`config.mk`:
```
export PLATFORM = sky130hd
export DESIGN_NAME = spi_slave_regif
export DESIGN_NICKNAME = d
export VERILOG_FILES = /design/src/rtl/spi_slave_regif.sv
export SDC_FILE = /design/constraint.sdc
export NUM_CORES = 1
export LEC_CHECK = 0
export ABC_AREA = 0
export CELL_PAD_IN_SITES_DETAIL_PLACEMENT = 0
export CELL_PAD_IN_SITES_GLOBAL_PLACEMENT = 1
export CORE_MARGIN = 1
export CORE_UTILIZATION = 43
export CTS_CLUSTER_SIZE = 24
export DETAILED_ROUTE_END_ITERATION = 7
export DONT_BUFFER_PORTS = 1
export GPL_ROUTABILITY_DRIVEN = 0
export HOLD_SLACK_MARGIN = 0.12
export PLACE_DENSITY = 0.86
export SYNTH_ARGS = -nofsm -noshare
export SYNTH_HDL_FRONTEND = slang
export SYNTH_SLANG_ARGS = --single-unit
```
`constraint.sdc`:
```
create_clock -name clk -period 2.5 [get_ports clk]
set_clock_uncertainty 0.2 [all_clocks]
set_input_delay 0.5 -clock clk [delete_from_list [all_inputs] [get_ports clk]]
set_output_delay 0.5 -clock clk [all_outputs]
set_load 0.02 [all_outputs]
```
`src/rtl/spi_slave_regif.sv`:
```
// SPI slave (mode 0) bridging 56-bit frames (cmd, addr, data) onto a simple
// register bus with one-clk read/write strobes; SPI pins are oversampled on clk.
module spi_slave_regif #(
    parameter logic [7:0] READ_CMD    = 8'h0F,
    parameter int         SYNC_STAGES = 2
) (
    input  logic        clk,
    input  logic        rst,
    input  logic        spi_sclk,
    input  logic        spi_cs_n,
    input  logic        spi_mosi,
    output logic        spi_miso,
    output logic        spi_miso_oe,
    output logic [15:0] reg_addr,
    output logic [31:0] reg_wr_data,
    output logic        reg_wr,
    output logic        reg_rd,
    input  logic [31:0] reg_rd_data,
    output logic        frame_err,
    output logic        busy,
    output logic [2:0]  dbg_state
);

    typedef enum logic [2:0] {IDLE, CMD, ADDR, WDATA, RDATA, WAIT_END} state_t;

    logic [SYNC_STAGES-1:0] sclk_sync_q, cs_sync_q, mosi_sync_q;
    logic                   sclk_prev_q, cs_prev_q;
    logic                   sclk_s, cs_s, mosi_s;
    logic                   sclk_rise, sclk_fall, cs_fall, cs_rise;

    state_t      state_q;
    logic [5:0]  cnt_q, cnt_d;
    logic [7:0]  cmd_q;
    logic [31:0] shin_q, shin_d;
    logic [31:0] shout_q;
    logic [15:0] addr_q;
    logic [31:0] wdata_q;
    logic        wr_q, rd_q, rd_load_q, err_q, busy_q, miso_q, oe_q;

    always_ff @(posedge clk) begin
        if (rst) begin
            sclk_sync_q <= '0;
            cs_sync_q   <= '1;
            mosi_sync_q <= '1;
            sclk_prev_q <= 1'b0;
            cs_prev_q   <= 1'b1;
        end else begin
            sclk_sync_q <= {sclk_sync_q[SYNC_STAGES-2:0], spi_sclk};
            cs_sync_q   <= {cs_sync_q[SYNC_STAGES-2:0], spi_cs_n};
            mosi_sync_q <= {mosi_sync_q[SYNC_STAGES-2:0], spi_mosi};
            sclk_prev_q <= sclk_s;
            cs_prev_q   <= cs_s;
        end
    end

    // mosi goes through the same number of stages as sclk, so it stays aligned
    // with the detected rising edge.
    assign sclk_s    = sclk_sync_q[SYNC_STAGES-1];
    assign cs_s      = cs_sync_q[SYNC_STAGES-1];
    assign mosi_s    = mosi_sync_q[SYNC_STAGES-1];
    assign sclk_rise = sclk_s & ~sclk_prev_q;
    assign sclk_fall = ~sclk_s & sclk_prev_q;
    assign cs_fall   = ~cs_s & cs_prev_q;
    assign cs_rise   = cs_s & ~cs_prev_q;

    assign cnt_d  = (cnt_q >= 6'd56) ? 6'd56 : cnt_q + 6'd1;
    assign shin_d = {shin_q[30:0], mosi_s};

    // Strobes reg_wr/reg_rd/frame_err are single-clk pulses with no back-pressure;
    // reg_rd_data is expected one clk after reg_rd and is captured on rd_load_q.
    always_ff @(posedge clk) begin
        if (rst) begin
            state_q   <= IDLE;
            cnt_q     <= '0;
            cmd_q     <= '0;
            shin_q    <= '0;
            shout_q   <= '0;
            addr_q    <= '0;
            wdata_q   <= '0;
            wr_q      <= 1'b0;
            rd_q      <= 1'b0;
            rd_load_q <= 1'b0;
            err_q     <= 1'b0;
            busy_q    <= 1'b0;
            miso_q    <= 1'b1;
            oe_q      <= 1'b0;
        end else begin
            wr_q      <= 1'b0;
            rd_q      <= 1'b0;
            err_q     <= 1'b0;
            rd_load_q <= rd_q;
            case (state_q)
                IDLE: begin
                    if (cs_fall) begin
                        state_q <= CMD;
                        cnt_q   <= '0;
                        busy_q  <= 1'b1;
                    end
                end
                CMD, ADDR, WDATA, RDATA: begin
                    if (cs_rise) begin
                        state_q <= IDLE;
                        err_q   <= 1'b1;
                        busy_q  <= 1'b0;
                        miso_q  <= 1'b1;
                        oe_q    <= 1'b0;
                    end else begin
                        if (sclk_rise) begin
                            cnt_q  <= cnt_d;
                            shin_q <= shin_d;
                            case (state_q)
                                CMD: begin
                                    if (cnt_d == 6'd8) begin
                                        cmd_q   <= shin_d[7:0];
                                        state_q <= ADDR;
                                    end
                                end
                                ADDR: begin
                                    if (cnt_d == 6'd24) begin
                                        addr_q <= shin_d[15:0];
                                        if (cmd_q == READ_CMD) begin
                                            state_q <= RDATA;
                                            rd_q    <= 1'b1;
                                        end else begin
                                            state_q <= WDATA;
                                        end
                                    end
                                end
                                WDATA: begin
                                    if (cnt_d == 6'd56) begin
                                        wdata_q <= shin_d;
                                        wr_q    <= 1'b1;
                                        state_q <= WAIT_END;
                                    end
                                end
                                RDATA: begin
                                    if (cnt_d == 6'd56) begin
                                        state_q <= WAIT_END;
                                        miso_q  <= 1'b1;
                                        oe_q    <= 1'b0;
                                    end
                                end
                                default: ;
                            endcase
                        end
                        // Bit 31 is presented at load; falling edges from the 25th on shift.
                        if (state_q == RDATA && rd_load_q) begin
                            shout_q <= reg_rd_data;
                            miso_q  <= reg_rd_data[31];
                            oe_q    <= 1'b1;
                        end else if (state_q == RDATA && sclk_fall && cnt_q >= 6'd25) begin
                            shout_q <= {shout_q[30:0], 1'b0};
                            miso_q  <= shout_q[30];
                        end
                    end
                end
                WAIT_END: begin
                    if (cs_rise) begin
                        state_q <= IDLE;
                        busy_q  <= 1'b0;
                    end
                end
                default: state_q <= IDLE;
            endcase
        end
    end

    assign spi_miso    = miso_q;
    assign spi_miso_oe = oe_q;
    assign reg_addr    = addr_q;
    assign reg_wr_data = wdata_q;
    assign reg_wr      = wr_q;
    assign reg_rd      = rd_q;
    assign frame_err   = err_q;
    assign busy        = busy_q;
    assign dbg_state   = state_q;

endmodule

```
# After elaboration in Yosys (flattened, before gate mapping)
# Index checks and enable logic that the tools add are counted.
# Widths: inputs -> output; s select.
totals:
  output_inout_bits: 57
  reg_bits: 142
  word_cells: 118
op_classes:
  n_bitwise: 14
  n_reduce_logical: 29
  n_addsub: 1
  muxes: 34
  eq_ne: 19
  n_lt_le_gt_ge: 2
op_table:
  columns: ["op", "count"]
  rows:
  - ["$mux 31", 2]
  - ["$mux 3", 8]
  - ["$mux 6", 4]
  - ["$pmux 3 s3", 2]
  - ["$mux 1", 16]
  - ["$reduce_and 5->1", 3]
  - ["$ne 4x4->1 const B", 3]
  - ["$pmux 6 s2", 1]
  - ["$reduce_and 4->1", 3]
  - ["$reduce_bool 4->1", 3]
  - ["$not 1->1", 10]
  - ["$reduce_or 5->1", 2]
  - ["$reduce_and 3->1", 3]
  - ["$reduce_bool 3->1", 3]
  - ["$eq 8x4->1 const B", 1]
  - ["$ne 2x2->1 const B", 4]
  - ["$reduce_and 7->1", 1]
  - ["$add 6x1->6 const B", 1]
  - ["$eq 3x2->1 const B", 2]
  - ["$eq 3x3->1 const B", 2]
  - ["$eq 6x4->1 const B", 1]
  - ["$eq 6x5->1 const B", 1]
  - ["$eq 6x6->1 const B", 1]
  - ["$ge 6x5->1 const B", 1]
  - ["13 further kinds", 21]

# Depth between registers and ports, before layout
depth:
  depth_word: 9
  mapped_depth: 11

# Least setup slack after synthesis
# No wires, ideal clock.
synth_timing:
  kind: "reg2reg"
  startpoint: "reg cnt_q[0]"
  endpoint: "reg addr_q[10] (netlist: reg_addr[10])"
  setup_time_ns: 0.132
  period_less_slack_ns: 2.439
  arrival_time_ns: 2.107
  n_path_buf: 3
  stages_incl_launch_ff: 11
  slack_ns: 0.061
  path_cell_list: "dfxtp_1 clkbuf_2 inv_1 ha_1 nor3_1 nand2_1 or4_1 clkbuf_1 buf_2 nand2_1 a21oi_1"
synth_via:
  elab_chain_len: 4
  word_cells_on_any_way: 5
  cone_classes: "add/sub: 1; order compare: 1; eq/ne: 1; mux: 1; reduce/logical: 1"
synth_rtl:
  columns: ["item", "line_no", "text"]
  rows:
  - ["start, declared", "32", "logic [5:0] cnt_q, cnt_d;"]
  - ["start signal, assigned", "109", "cnt_q <= cnt_d;"]
  - ["$add 6x1->6 / $ge 6x6->1 (equally long branches)", "66", "assign cnt_d = (cnt_q >= 6'd56) ? 6'd56 : cnt_q + 6'd1;"]
  - ["$mux 6 (*)", "66", null]
  - ["$eq 6x5->1 (*)", "119", "if (cnt_d == 6'd24) begin"]
  - ["$reduce_and 5->1 (no line) (*)", null, null]
  - ["end signal, assigned", "120", "addr_q <= shin_d[15:0];"]
  - ["end, declared", "36", "logic [15:0] addr_q;"]
# Mark *: on every way between the ends. The rest lies on a longest branch, timed or not.
# A chain may end at the register's enable or synchronous reset.

# Final worst setup path
layout_timing:
  startpoint: "reg state_q[2] (netlist: dbg_state[2])"
  endpoint: "reg cnt_q[0]"
layout_via:
  elab_chain_len: 4
  word_cells_on_any_way: 12
  cone_classes: "eq/ne: 7; mux: 1; reduce/logical: 4"
layout_rtl:
  columns: ["item", "line_no", "text"]
  rows:
  - ["start, declared", "31", "state_t state_q;"]
  - ["start signal, assigned", "73", "state_q <= IDLE;"]
  - ["start signal, assigned", "95", "state_q <= CMD;"]
  - ["start signal, assigned", "102", "state_q <= IDLE;"]
  - ["$eq 3x3->1 (tied with other cells)", "92", "case (state_q)"]
  - ["$reduce_or 4->1", "92", null]
  - ["$ne 2x2->1 (no line) / $reduce_bool 2->1 (equally long branches)", null, null]
  - ["$reduce_and 4->1 (no line)", null, null]
# Parallel ways exist; a longest one is shown, timed or not.

==> out/metrics.yaml <==
run_status:
  status: "finished with violations"
  violations: "negative hold slack"
floorplan:
  fp.coreArea_um2: 12820
  fp.dieH_um: 117.7
  initial_core_util_pct: 44.90
  io_pins: 94
  die-area_um2: 13860
  dieWidth_um: 117.7
  placementRows: 41
global_route:
  grt_pass1_vias: 4238
  grt_remaining_overflow: 0
  grt_max_degree: 143
  grtUsageTotal_pct: 18.51
  grt_pass1_wl_um: 20400
  antenna_found_initial: 0
worst_hold_path:
  hold_path.startpoint: "rst"
  min_path_type: "in2reg"
finish:
  syn_to_final_growth_pct: 17.67
  instances_no_fill: 835
  final_common_cell: "dfxtp_1"
  mostFrequentLayoutCells: "139 x dfxtp_1, 105 x nand2_1, 81 x nor2_1, 72 x mux2i_1, 61 x a21oi_1"
  drive_gt1_share_pct: 12.22
  nFillCells: 1150
  finalInstanceArea_um2: 6775
  final_core_util_pct: 52.83
  diodes: 0
  finalNetCount: 691
route:
  wl_per_cell_um: 15.09
  drtIter0Drc: 258
  drt_first_pass_iters: 4
  remaining_drc_errors: 0
  via_per_inst: 5.362
  drt-total-wl_um: 12600
  ant_nets: 0
  via_count: 4477
synth:
  syn_nets: 685
  yosys.area.top_type: "dfxtp_1"
  ys_ff_latch: 142
  synth_cell_type_count: 51
  ys_seq_area_share_pct: 49.37
  syn_avg_cell_area_um2: 8.941
  async_flop_share_pct: 0
  synth_area_leaders: "dfxtp_1 49%, mux2i_1 13%, nand2_1 6.8%"
  synth_area_um2: 5758
  synth_edf_count: 0
  synth_ff_type: "dfxtp_1"
  synth_top_cell_area_share_pct: 49.37
  yosys_warnings: 0
  postSynthCellCount: 644
timing:
  whs_ns: -0.03861
  max_freq_mhz: 418.3
  setup_viol: 0
  finalCritPeriodShare_pct: 95.64
  slew_viol_final: 0
  fin_crit_ns: 2.391
  slew_headroom_pct: 70.99
  worst_pin_slew_ns: 0.4343
  hold_violations: 41
  fin_setup_tns_ns: 0
flow_run:
  maxCapViolations: 0
setup_path:
  crit_top_cell: "buf_4"
  path_buf_inv: 3
  crit_type: "reg2reg"
  crit_path_start: "dbg_state[2]$_SDFFE_PP0P_"
  rr_startpoint: "dbg_state[2]$_SDFFE_PP0P_"
  worstPathArrival_ns: 2.55
  crit_family: "buffers and inverters"
  cp-start-kind: "register"
  path_max_fanout: 9
  crit_path_end_kind: "register"
  cpPeakStageDelay_ns: 0.55
  cp.required_ns: 2.66
  crit_path_top_delay_cell: "dlygate4sd3_1"
  worstPathCellList: "nor3_4 -> buf_4 -> nor4_4 -> buf_4 -> a21oi_4 -> nor3_1 -> a21oi_1 -> nor2_1 -> dlygate4sd3_1"
place:
  place_inst: 783
  placed_area_um2: 5946
  place_hpwl_um: 7769
  port-buffer-count: 0
clock_tree:
  clock_latency_ns: 0.42
  cts_buffers: 17
  path_clk_slew_ns: 0.06
  htree_levels: 4
  cts_tree: "done"
  clock_path_buffers: 2
  clock_sinks: 142
  clock-root-buffer: "clkbuf_16"
power:
  vdd_drop_max_uv: 449.5
  power_density_nw_per_um2: 792.8
  p_leak_uw: 0.002232
through the flow:
step	total power (uW)	worst slack, ns	hold slack [ns]
after detailed placement	2970	0.02186	0.1961
after floorplan	2843	0.06117	0.1895
after CTS	5399	0.002224	-0.06203
after global placement	2953	0.1198	0.2020
after global routing	5582	-0.03462	-0.06307
final	5371	0.1091	-0.03861
state kept, by name, summed over array words and instances (netlist names):
signal       cells
busy             1
cmd_q            8
cnt_q            6
cs_prev_q        1
cs_sync_q        2
dbg_state        3
frame_err        1
mosi_sync_q      2
rd_load_q        1
reg_addr        16
reg_rd           1
reg_wr           1
reg_wr_data     32
sclk_prev_q      1
sclk_sync_q      2
shin_q          31
shout_q         31
spi_miso         1
spi_miso_oe      1
layout make-up:
class,instances,area [um2],share of cell area [%]
Tap cell,172,215.2,3.176
Multi-Input combinational cell,449,2741,40.46
Clock buffer,18,439.2,6.482
Sequential cell,142,2846,42.01
Clock inverter,14,135.1,1.994
Inverter,2,7.507,0.1108
Timing Repair Buffer,38,390.4,5.762
where the power goes:
group | internal [uW] | switching, uW | leakage, uW
Combinational | 249 | 379 | 0.000815
Clock | 1410 | 988 | 0.000270
Sequential | 2300 | 50.7 | 0.00115
synth_stat cells (2+ instances only):
master     number
dfxtp_1       142
nand2_1       105
nor2_1         81
mux2i_1        72
a21oi_1        61
a211oi_1       31
clkbuf_1       31
buf_2          13
nor3_1         10
nor2b_1         9
nand2b_1        7
nand3_1         6
a31oi_1         5
and3_1          5
or2_2           5
or4_1           5
buf_4           4
ha_1            4
o21ai_0         4
nor3b_1         3
a2bb2oi_1       2
buf_1           2
inv_1           2
nand4b_1        2
nor4_1          2
nor4_4          2
nor4bb_1        2
o21a_1          2
o21ai_1         2
xor2_1          2
worst paths after layout:
| kind | to | cells after the start | slack, ns |
|---|---|---|---|
| max | cnt_q[0]$_SDFFE_PP0P_ | 9 | 0.11 |
| min | shout_q[23]$_SDFFE_PP0P_ | 1 | -0.04 |
| min reg2reg | shin_q[30]$_SDFFE_PP0P_ | 2 | 0.25 |
| max reg2reg | cnt_q[0]$_SDFFE_PP0P_ | 9 | 0.11 |
logic make-up (layout without fill, tap and decap cells):
logic type                 Yosys count  count (layout)  synth area share, %
and+or+nand+nor                    255             255                20.71
DFF                                142             142                49.37
AOI/OAI and AO/OA                  116             116                12.21
muxes                               72              72                12.52
buffers and inverters               53              72                4.020
adders and majority gates            4               4               0.8692
xor gates and xnor gates             2               2               0.3043
metal layers:
metal	vias up	global-route usage [%]	wire, um
met1	2116	22.01	5514
met4	0	8.654	310
met2	114	29.30	5979
li1	2221	-	-
met3	26	7.122	799
met5	-	0	0
repair_timing:
action	CTS	global route
gates resized for setup	1	12
setup buffers	1	3
endpoints found under the hold margin	142	130
setup endpoints to repair	1	62
hold buffers	14	1
gates cloned	1	0
pin swaps	1	4
Note: power is estimated with default switching activity, not from simulation.
